==> config.mk <==
export PLATFORM = sky130hd
export DESIGN_NAME = logic_op_pipe
export DESIGN_NICKNAME = d
export VERILOG_FILES = /design/src/rtl/logic_op_pkg.sv /design/src/rtl/logic_op_fifo.sv /design/src/rtl/logic_op_pipe.sv
export SDC_FILE = /design/constraint.sdc
export NUM_CORES = 1
export LEC_CHECK = 0
export CORE_ASPECT_RATIO = 0.8
export CORE_MARGIN = 4
export CORE_UTILIZATION = 46
export CTS_CLUSTER_SIZE = 14
export DETAILED_ROUTE_END_ITERATION = 8
export HOLD_SLACK_MARGIN = 0.02
export PLACE_DENSITY = 0.8
export SETUP_SLACK_MARGIN = 0.2
export SLEW_MARGIN = 20
export SYNTH_ARGS = -nofsm -noshare
export SYNTH_HDL_FRONTEND = slang
export SYNTH_SLANG_ARGS = --single-unit
==> constraint.sdc <==
create_clock -name clk -period 2.7 [get_ports clk]
set_input_delay 0.54 -clock clk [delete_from_list [all_inputs] [get_ports clk]]
set_output_delay 0.54 -clock clk [all_outputs]
set_load 0.05 [all_outputs]
==> src/rtl/logic_op_pkg.sv <==
// Shared types and the per-bit operation used by the logic-op pipeline.
package logic_op_pkg;

    typedef enum logic [1:0] {
        OP_AND  = 2'b00,
        OP_OR   = 2'b01,
        OP_XOR  = 2'b10,
        OP_XNOR = 2'b11
    } op_e;

    // Applied bit by bit so the datapath width stays a parameter of the caller.
    function automatic logic logicOpBit(input logic a, input logic b, input op_e op);
        logic res;
        res = 1'b0;
        case (op)
            OP_AND:  res = a & b;
            OP_OR:   res = a | b;
            OP_XOR:  res = a ^ b;
            OP_XNOR: res = ~(a ^ b);
            default: res = 1'b0;
        endcase
        return res;
    endfunction

endpackage

==> src/rtl/logic_op_fifo.sv <==
// Result buffer: power-of-two circular FIFO whose head reads as zero when empty.
module logic_op_fifo
    import logic_op_pkg::*;
#(
    parameter int WIDTH = 8,
    parameter int DEPTH = 2,
    localparam int PTR_W = $clog2(DEPTH),
    localparam int LVL_W = PTR_W + 1
) (
    input  logic             clk,
    input  logic             rst_n,
    input  logic             i_push,
    input  logic [WIDTH-1:0] i_data,
    input  logic             i_pop,
    output logic [WIDTH-1:0] o_data,
    output logic [LVL_W-1:0] o_level
);

    logic [WIDTH-1:0] r_mem [DEPTH];
    logic [PTR_W-1:0] r_wrPtr;
    logic [PTR_W-1:0] r_rdPtr;
    logic [LVL_W-1:0] r_level;

    // Pointers are exactly PTR_W bits, so DEPTH-1 + 1 wraps to 0 naturally.
    always_ff @(posedge clk) begin
        if (!rst_n) begin
            r_wrPtr <= '0;
            r_rdPtr <= '0;
            r_level <= '0;
        end else begin
            if (i_push) r_wrPtr <= r_wrPtr + 1'b1;
            if (i_pop)  r_rdPtr <= r_rdPtr + 1'b1;
            case ({i_push, i_pop})
                2'b10:   r_level <= r_level + 1'b1;
                2'b01:   r_level <= r_level - 1'b1;
                default: r_level <= r_level;
            endcase
        end
    end

    always_ff @(posedge clk) begin
        if (i_push) r_mem[r_wrPtr] <= i_data;
    end

    always_comb begin
        o_data  = (r_level != '0) ? r_mem[r_rdPtr] : '0;
        o_level = r_level;
    end

endmodule

==> src/rtl/logic_op_pipe.sv <==
// Bitwise logic-op unit feeding a small result FIFO, with a saturating all-ones match counter.
module logic_op_pipe
    import logic_op_pkg::*;
#(
    parameter int WIDTH = 8,
    parameter int DEPTH = 2,
    parameter int CNT_W = 16,
    localparam int LVL_W = $clog2(DEPTH) + 1
) (
    input  logic             clk,
    input  logic             rst_n,
    input  logic [WIDTH-1:0] a,
    input  logic [WIDTH-1:0] b,
    input  op_e              op,
    input  logic             in_valid,
    output logic             in_ready,
    output logic [WIDTH-1:0] out_r,
    output logic             out_valid,
    input  logic             out_ready,
    input  logic             clr_cnt,
    output logic [CNT_W-1:0] match_cnt,
    output logic [LVL_W-1:0] level
);

    logic [WIDTH-1:0] w_result;
    logic             w_accept;
    logic             w_pop;
    logic [LVL_W-1:0] w_level;
    logic [CNT_W-1:0] r_matchCnt;

    always_comb begin
        w_result = '0;
        for (int i = 0; i < WIDTH; i++) begin
            w_result[i] = logicOpBit(a[i], b[i], op);
        end
    end

    // Readiness depends only on registered level, so a pop cannot free a slot in the same cycle.
    always_comb begin
        in_ready  = rst_n && (w_level < LVL_W'(DEPTH));
        out_valid = (w_level != '0);
        w_accept  = in_valid && in_ready;
        w_pop     = out_valid && out_ready;
        level     = w_level;
        match_cnt = r_matchCnt;
    end

    logic_op_fifo #(
        .WIDTH (WIDTH),
        .DEPTH (DEPTH)
    ) u_fifo (
        .clk     (clk),
        .rst_n   (rst_n),
        .i_push  (w_accept),
        .i_data  (w_result),
        .i_pop   (w_pop),
        .o_data  (out_r),
        .o_level (w_level)
    );

    // Clear wins over a coincident match; the count sticks at its maximum.
    always_ff @(posedge clk) begin
        if (!rst_n) begin
            r_matchCnt <= '0;
        end else if (clr_cnt) begin
            r_matchCnt <= '0;
        end else if (w_accept && (w_result == '1) && (r_matchCnt != '1)) begin
            r_matchCnt <= r_matchCnt + 1'b1;
        end
    end

endmodule

==> results by group <==
Clocking
  • Root Buffer: clkbuf_8
  • CTS tree: built
  • Cts hold-fix bufs: 0
  • Worst-path clk slew: 0.08 ns
  • CTS Buffer Depth: 2
  • H-tree depth: 2
  • Clk_lat worst skew: around 0.30 ns
  • Num CTS Buffers: 5
  • Sink Count: 37

Synthesis
  • Synth Register Bits: 37
  • Synth cell count leaders: 29 x mux2i_1, 21 x dfxtp_1, 20 x inv_1
  • Synth warn: 0
  • Largest area contributor in the netlist: edfxtp_1
  • Seq/Total Area, Yosys: 0.384
  • Area fraction of the dominant cell type after synthesis: 0.205
  • Count leader, synth: mux2i_1
  • Post-Syn Area: 0.00235 mm^2
  • Top_reg_cell synth: dfxtp_1
  • Post-synth EDFFs: 16
  • Ys async rst share: 0
  • Area contributors post-synth: edfxtp_1 20%, dfxtp_1 18%, mux2i_1 12%
  • Synth Net Count: 261
  • Post-Syn Area per Cell: about 11 um^2
  • Count of cell types in the netlist: 40
  • Gate Count Post-Synth: between 200 and 250

Outcome
  • Status: finished, final reports clean

Floorplan
  • Die area: 0.00631 mm^2
  • Core Area: roughly 0.0048 mm^2
  • Die height: 71.9 um
  • Num rows: 22
  • Starting density of the core: 0.493
  • Die Wd: 87.8 um
  • IO Pins: 51

Worst hold path
  • HP Class: flop to flop
  • HP Start: match_cnt[9]

Global route
  • First-pass GRT wire length: just over 10000 um
  • Initial antenna violation count: 0
  • Largest net degree at the start of global routing: 19
  • Overall Global Routing Usage: 0.206
  • Vias in the first global route: roughly 2000
  • Grt ovf: 0

Route
  • Via/cell ratio: 5.56
  • Routed wire length: between 7000 and 8000 um
  • DRC viols: 0
  • Vias after detailed routing: 2100
  • DR iter-0 viols: 165
  • Pre-antenna DRT Iters: 4
  • Routed Antenna Nets: 0
  • Wire length per cell: 19.2 um

Placed design
  • Port Buffers: 50
  • RD Place Congestion: 0.829
  • Dpl cell area: 0.00313 mm^2
  • Pre-CTS setup slack: -0.444 ns
  • Cells after DPL: 351
  • Post-DP HPWL: 3940 um

Worst setup path
  • Critical Path Source Type: input pin
  • Critical Path RT: 2.93 ns
  • Critical path data arrival time: 2.84 ns
  • Worst r2r src: match_cnt[0]
  • CP Launch Point: b[2]
  • Flop-to-flop setup slack: 0.38 ns
  • CP endpoint kind: flop
  • Crit path kind: input pin to flop
  • Critical-path maximum fanout: 5

Final layout
  • Post-layout util: 0.772
  • Final net count: ~360
  • Antenna diode count: 0
  • Area Growth Syn to Fin: 56.7%
  • Layout Cells excl Fill: 378
  • Layout cells sized above 1: 0.399
  • Post-route design area: 0.00368 mm^2

Power and ir drop
  • Pwr/cell area: 584 mW/mm^2
  • Maximum VDD drop: between 0.7 and 0.8 mV
  • Tot Pwr: around 2.1 mW
  • Pleak: approximately 1.5 nW

STA
  • Final Hold Viols: 0
  • Worst slew pin tran: about 0.63 ns
  • Unrepaired setup endpoints after global routing: yes
  • Ratio of final minimum period to clock period: 0.968
  • Fin. max-slew vios: 0
  • Worst setup margin: 0.0862 ns
  • Slew headroom: 0.579
  • Fmax: 383 MHz
  • Setup Skew: 0.00428 ns
  • Minimum clock period: around 2.6 ns
  • Final setup fails: 0

Flow run
  • Max Cap Violations: 0
## area by class of cell
type	count	area (um^2)
fill	290	1080
clock buffer	5	68.8
timing repair buffer	96	902
clock inverter	3	68.8
multi-input combinational	157	1580
inverter	20	82.6
tap	60	75.1
sequential	37	901
## layer usage
metal / share of wire / vias up / global-route usage
met4: 0.026 / 0 / 0.102
met5: 0 / - / 0
met2: 0.48 / 92 / 0.323
li1: - / 978 / -
met3: 0.068 / 15 / 0.0414
met1: 0.43 / 1015 / 0.270
## placed cells by master (no fill, tap or decap), types with 3 or more instances in the layout
master,instances
a21oi_1,4
dfxtp_1,21
inv_1,4
clkdlybuf4s50_1,23
nor3_1,4
mux2i_2,3
nor2_1,13
nand2_1,13
xnor2_1,3
nand4_1,4
clkbuf_2,10
nand3_1,9
ha_1,10
dlygate4sd2_1,8
buf_4,39
inv_2,13
nor4_4,5
clkbuf_8,5
mux2i_4,7
edfxtp_1,16
inv_4,3
buf_12,5
mux2_4,7
buf_6,5
mux2i_1,22
nand2b_1,9
ha_4,8
and2_1,6
## worst max-delay path: stages
cell and delay, ns:
buf_8 0.10, inv_4 0.06, ha_4 0.20, mux2_4 0.28, mux2i_4 0.20, nand4_1 0.21, or3_4 0.48, buf_12 0.15
buf_16 0.12, nor4_4 0.29, mux2i_1 0.21
## report_power, final
group          leakage [nW]  internal, mW  switching, mW
sequential            0.317         0.633         0.0424
combinational          1.09         0.361          0.523
clock                0.0687         0.372          0.218
total                  1.48          1.37          0.783
## registers in the layout, summed over array words and instances, names as in the netlist, named ones only
name / flops
u_fifo.o_level: 2
u_fifo.r_rdPtr: 1
u_fifo.r_wrPtr: 1
match_cnt: 16
u_fifo.r_mem: 16
## worst paths after layout
kind / to / cells past startpoint
setup reg to reg: match_cnt[5] / 7
setup / recovery: match_cnt[11] / 11
hold reg to reg: match_cnt[9] / 2
hold / removal: match_cnt[9] / 2
## logic make-up after synthesis
group,count (synthesis),synth area share
fa+ha+maj,18,0.0960
simple gates,78,0.209
compound gates,17,0.0517
flops,37,0.384
buf+inv,26,0.0544
mux,40,0.190
xor+xnor,4,0.0149
## stage by stage
stage               hold slack, ns  setup TNS, ns
finish                       0.508              0
global route                 0.537              0
CTS                          0.499              0
detailed placement           0.486          -5.00
global placement             0.471          -4.06
floorplan                    0.542              0
## what timing repair did
action / 4_1_cts / 5_1_grt
setup buffers: 9 / 8
setup endpoints to repair: 24 / 16
hold endpoints to repair: 0 / 0
pin swaps: 5 / 9
cloned: 2 / 0
resized for setup: 58 / 74
Power figures use the tool's default switching activity.
